[src/rtl/truth_table_sweeper.sv]
// Start/done controlled sequencer that sweeps every input vector of a small
// combinational block and assembles its truth-table signature.
module truth_table_sweeper #(
  parameter int N_IN          = 4,
  parameter int HOLD_CYCLES   = 19,
  parameter int SAMPLE_OFFSET = 16
) (
  input  logic                   clk,
  input  logic                   rst,
  input  logic                   start,
  input  logic                   resp,
  output logic [N_IN-1:0]        vec,
  output logic                   busy,
  output logic                   done,
  output logic [(1<<N_IN)-1:0]   signature
);

  localparam int NVEC = 1 << N_IN;
  localparam int CW   = (HOLD_CYCLES > 1) ? $clog2(HOLD_CYCLES) : 1;

  localparam logic [CW-1:0]   SAMPLE_AT = CW'(SAMPLE_OFFSET);
  localparam logic [CW-1:0]   HOLD_LAST = CW'(HOLD_CYCLES - 1);
  localparam logic [CW-1:0]   HOLD_ZERO = CW'(0);
  localparam logic [CW-1:0]   HOLD_ONE  = CW'(1);
  localparam logic [N_IN-1:0] IDX_LAST  = N_IN'(NVEC - 1);
  localparam logic [N_IN-1:0] IDX_ZERO  = N_IN'(0);
  localparam logic [N_IN-1:0] IDX_ONE   = N_IN'(1);
  localparam logic [NVEC-1:0] SIG_ZERO  = NVEC'(0);

  // Reject parameter sets the sequencer cannot honour.
  if (N_IN < 1 || HOLD_CYCLES < 1 || SAMPLE_OFFSET < 0 || SAMPLE_OFFSET >= HOLD_CYCLES) begin : g_bad_params
    $error("truth_table_sweeper: need N_IN>=1, HOLD_CYCLES>=1, 0<=SAMPLE_OFFSET<HOLD_CYCLES");
  end

  typedef enum logic [1:0] {
    S_IDLE   = 2'd0,
    S_DRIVE  = 2'd1,
    S_FINISH = 2'd2
  } state_e;

  state_e            state_q, state_d;
  logic [N_IN-1:0]   idx_q, idx_d;
  logic [CW-1:0]     hold_q, hold_d;
  logic [N_IN-1:0]   vec_q, vec_d;
  logic              busy_q, busy_d;
  logic              done_q, done_d;
  logic [NVEC-1:0]   sig_q, sig_d;

  // Next-state and next-output logic; every output is taken from a register.
  always_comb begin
    state_d = state_q;
    idx_d   = idx_q;
    hold_d  = hold_q;
    vec_d   = vec_q;
    busy_d  = busy_q;
    done_d  = 1'b0;
    sig_d   = sig_q;
    case (state_q)
      S_IDLE: begin
        vec_d  = IDX_ZERO;
        busy_d = 1'b0;
        if (start) begin
          state_d = S_DRIVE;
          busy_d  = 1'b1;
          idx_d   = IDX_ZERO;
          hold_d  = HOLD_ZERO;
          sig_d   = SIG_ZERO;
        end else begin
          state_d = S_IDLE;
        end
      end
      S_DRIVE: begin
        hold_d = hold_q + HOLD_ONE;
        // Sampling precedes the advance so a coincident sample lands on the old index.
        if (hold_q == SAMPLE_AT) begin
          sig_d[idx_q] = resp;
        end else begin
          sig_d = sig_q;
        end
        if (hold_q == HOLD_LAST) begin
          if (idx_q == IDX_LAST) begin
            state_d = S_FINISH;
            busy_d  = 1'b0;
            done_d  = 1'b1;
            hold_d  = HOLD_ZERO;
          end else begin
            idx_d  = idx_q + IDX_ONE;
            vec_d  = idx_q + IDX_ONE;
            hold_d = HOLD_ZERO;
          end
        end else begin
          state_d = S_DRIVE;
        end
      end
      S_FINISH: begin
        state_d = S_IDLE;
        busy_d  = 1'b0;
        vec_d   = IDX_ZERO;
        idx_d   = IDX_ZERO;
        hold_d  = HOLD_ZERO;
      end
      default: begin
        state_d = S_IDLE;
        busy_d  = 1'b0;
        vec_d   = IDX_ZERO;
        idx_d   = IDX_ZERO;
        hold_d  = HOLD_ZERO;
        sig_d   = SIG_ZERO;
      end
    endcase
  end

  // State and output registers with synchronous reset.
  always_ff @(posedge clk) begin
    if (rst) begin
      state_q <= S_IDLE;
      idx_q   <= IDX_ZERO;
      hold_q  <= HOLD_ZERO;
      vec_q   <= IDX_ZERO;
      busy_q  <= 1'b0;
      done_q  <= 1'b0;
      sig_q   <= SIG_ZERO;
    end else begin
      state_q <= state_d;
      idx_q   <= idx_d;
      hold_q  <= hold_d;
      vec_q   <= vec_d;
      busy_q  <= busy_d;
      done_q  <= done_d;
      sig_q   <= sig_d;
    end
  end

  assign vec       = vec_q;
  assign busy      = busy_q;
  assign done      = done_q;
  assign signature = sig_q;

endmodule

[config.mk]
export PLATFORM = sky130hd
export DESIGN_NAME = truth_table_sweeper
export DESIGN_NICKNAME = d
export VERILOG_FILES = /design/src/rtl/truth_table_sweeper.sv
export SDC_FILE = /design/constraint.sdc
export NUM_CORES = 1
export LEC_CHECK = 0
export BUFFER_PORTS_ARGS = -buffer_cell sky130_fd_sc_hd__buf_4
export CORE_ASPECT_RATIO = 1.1
export CORE_MARGIN = 2
export CORE_UTILIZATION = 50
export DETAILED_ROUTE_END_ITERATION = 10
export MAX_ROUTING_LAYER = met4
export PLACE_DENSITY = 0.77
export SETUP_SLACK_MARGIN = 0.2
export SLEW_MARGIN = 20
export SYNTH_ARGS = -nofsm -noshare
export SYNTH_HDL_FRONTEND = slang
export SYNTH_SLANG_ARGS = --single-unit
[constraint.sdc]
create_clock -name clk -period 1.77 [get_ports clk]
set_clock_uncertainty 0.2 [all_clocks]
set_input_delay 0.177 -clock clk [delete_from_list [all_inputs] [get_ports clk]]
set_output_delay 0.177 -clock clk [all_outputs]
set_load 0.05 [all_outputs]
==> flow_summary.json <==
{
  "seq_area_frac_synth_pct": 39.7,
  "critPathKind": "flip-flop to flip-flop",
  "violations": "design-rule violations",
  "port-buffer-count": 25,
  "chipWidth_um": 59.0,
  "endpoint": "signature[8]$_SDFFE_PP0P_",
  "cts_root_buf": "clkbuf_4",
  "cp-start-kind": "flip-flop",
  "cts_buffers": 5,
  "setup_tns_ps": 0,
  "p_int_w": 0.00104,
  "avgRoutedWirePerCell_um": 16.5,
  "die-area_um2": 3800,
  "core_area_um2": 3100,
  "seqPwrFrac_pct": 54.4,
  "synthMuxAreaShare_pct": 0,
  "clk_latency_ps": 340,
  "synthArstFlopShare_pct": 0,
  "r2r_slack_ps": 150,
  "final_cells": 275,
  "layout_common_cells": "42 x buf_4, 26 x dfxtp_1, 18 x nor2_1",
  "synth-main-ff-cell": "dfxtp_1",
  "required_ps": 1840,
  "synthTopCellsByArea": "dfxtp_1 40%, ha_1 5.3%, nand2b_1 4.9%, a21oi_1 4.8%, nor2_1 4.1%",
  "cp-end-kind": "flip-flop",
  "clkPwrFrac_pct": 35.4,
  "dr.pass1.iters": 7,
  "grt_start_max_net_pins": 15,
  "avgViaCountPerCell": 5.97,
  "slew_headroom_pct": 74.8,
  "finalNetCount": 251,
  "start_util_pct": 53.6,
  "synth-xor-area-share_pct": 1.58,
  "rows": 21,
  "drive_above_1_share_pct": 39.4,
  "drc": 1,
  "dp_hpwl_mm": 2.87,
  "final_area_um2": 2290,
  "clockBufferDepth": 2,
  "startpoint": "hold_q[0]$_SDFFE_PP0P_",
  "setup_viol": 0,
  "htreeDepth": 2,
  "clk_pin_slew_ps": 100,
  "hold_viol": 0,
  "synth-compound-area-share_pct": 22.0,
  "combinationalPowerShare_pct": 10.1,
  "place_area_um2": 1950,
  "worst_pin_slew_ps": 377,
  "synth_top_family_by_area": "simple AND/OR/NAND/NOR gates",
  "utilization_pct": 73.8,
  "synth_seq_cells": 33,
  "wl_mm": 4.53,
  "syn_nets": 208,
  "gp_congestion": 0.868,
  "ant_nets": 0,
  "die_h_um": 64.5,
  "slew_violations": 0,
  "synthAdderAreaFrac_pct": 5.27,
  "n_antenna_cell": 0,
  "clkSinkCount": 33,
  "p_leak_nw": 0.883,
  "r2r_cells": 6,
  "synthCells": 197,
  "dp.cells": 258,
  "pin_count": 26,
  "track_usage_pct": 24.4,
  "synth_top_area_share_pct": 39.7,
  "drtIter0Drc": 80,
  "rsz0062_at_grt": "yes",
  "hold_path.class": "primary input to flip-flop",
  "syn_area_um2": 1660,
  "grt_antenna_before_repair": 0,
  "cp.arrival_ps": 1700,
  "irDropWorstVdd_v": 0.000442,
  "cap_violations": 0,
  "syn_to_final_growth_pct": 37.7,
  "synthSimpleGateAreaFrac_pct": 26.3,
  "p_per_area_nw_per_um2": 603,
  "status": "finished with violations",
  "grt_pass1_vias": 1533,
  "grt_pass1_wl_mm": 7.03,
  "fin_crit_sh_pct": 91.7,
  "cts_tree": "built",
  "max_freq_ghz": 0.616,
  "sw_frac_of_total_pct": 25.0,
  "p_sw_w": 0.000345,
  "yosysTopAreaCell": "dfxtp_1",
  "period_minus_slack_ps": 1620,
  "yosysWarnings": 0,
  "overflow": 0,
  "r2r_start": "hold_q[0]$_SDFFE_PP0P_",
  "cp_max_fo": 6,
  "r2r-end": "signature[8]$_SDFFE_PP0P_",
  "synth_edf_count": 0,
  "vias": 1642,
  "mostFrequentLayoutCell": "buf_4",
  "yosysUniqueCellTypes": 44,
  "synth_area_per_cell_um2": 8.44
}
## worst max-delay path, cell delays in order (launching register included)
cell and delay (ps):
dfxtp_4 370, inv_6 70, ha_4 120, and4bb_4 300, and3_4 270, nand2_4 80, o22ai_2 140
## routing by layer
layer / vias up / wire (um) / track usage, %
met5: - / 0 / -
met4: 0 / 82 / 9.66
met3: 11 / 200 / 4.79
met2: 45 / 2280 / 38.8
met1: 796 / 1970 / 30.1
li1: 790 / - / -
## layout make-up
cell class                      instances  area [um^2]
Sequential cell                        33          679
Tap cell                               34         42.5
Fill cell                             222          811
Clock buffer                            7         65.1
Multi-Input combinational cell        148         1100
Clock inverter                          1         5.00
Inverter                                4         22.5
Timing Repair Buffer                   48          378
## worst min-delay path by stage
stage,start,to,slack (ps),cells past startpoint
CTS,start,hold_q[0]$_SDFFE_PP0P_,3,4
finish,start,hold_q[0]$_SDFFE_PP0P_,30,4
detailed placement,vec[1]$_SDFFE_PP0P_,vec[1]$_SDFFE_PP0P_,250,2
floorplan,resp,signature[15]$_SDFFE_PP0P_,130,2
global placement,busy$_SDFFE_PP0P_,busy$_SDFFE_PP0P_,250,2
global route,start,hold_q[0]$_SDFFE_PP0P_,20,4
## state kept, by name, summed over array words and instances (netlist names)
| register | count |
|---|---|
| signature | 16 |
| state_q | 2 |
| hold_q | 5 |
| idx_q | 4 |
| vec | 4 |
| busy | 1 |
| done | 1 |
## power groups by stage
stage	Clock [W]	Combinational, W	Sequential, W
6_report	0.000489	0.000140	0.000752
5_1_grt	0.000528	0.000150	0.000753
4_1_cts	0.000494	0.000131	0.000753
3_5_place_dp	0	0.000109	0.000771
3_3_place_gp	0	0.000106	0.000771
2_1_floorplan	0	0.0000759	0.000773
## through the flow
step	total power, W	setup slack, ps	hold slack, ps
finish	0.00138	148	29.3
global route	0.00143	92.2	20.7
CTS	0.00138	153	3.26
detailed placement	0.000880	-8.53	253
global placement	0.000877	98.4	254
floorplan	0.000849	147	130
## timing repair
action / in CTS / in global routing
gates cloned: 0 / 0
pin swaps: 5 / 7
resized for setup: 22 / 25
hold buffers: 4 / 0
hold endpoints to repair: 6 / 0
setup endpoints to repair: 33 / 25
setup buffers: 4 / 1
## Yosys cell counts, types with 5 or more instances
master / count
buf_2: 5
a31oi_1: 5
o22ai_1: 8
nand2b_1: 13
nor2_1: 18
nand3_1: 6
dfxtp_1: 33
o211ai_1: 7
nand2_1: 17
ha_1: 7
a21oi_1: 16
o21ai_1: 10
## cells by family (layout without fill, tap and decap cells)
logic type               Yosys count  after routing
AND/OR/NAND/NOR                   79             79
buffers and inverters             16             60
adder cells (fa/ha/maj)            7              7
flip-flops                        33             33
AO/OA/AOI/OAI                     59             59
XOR/XNOR                           3              3
No activity file was read; power rests on OpenSTA's default activity.
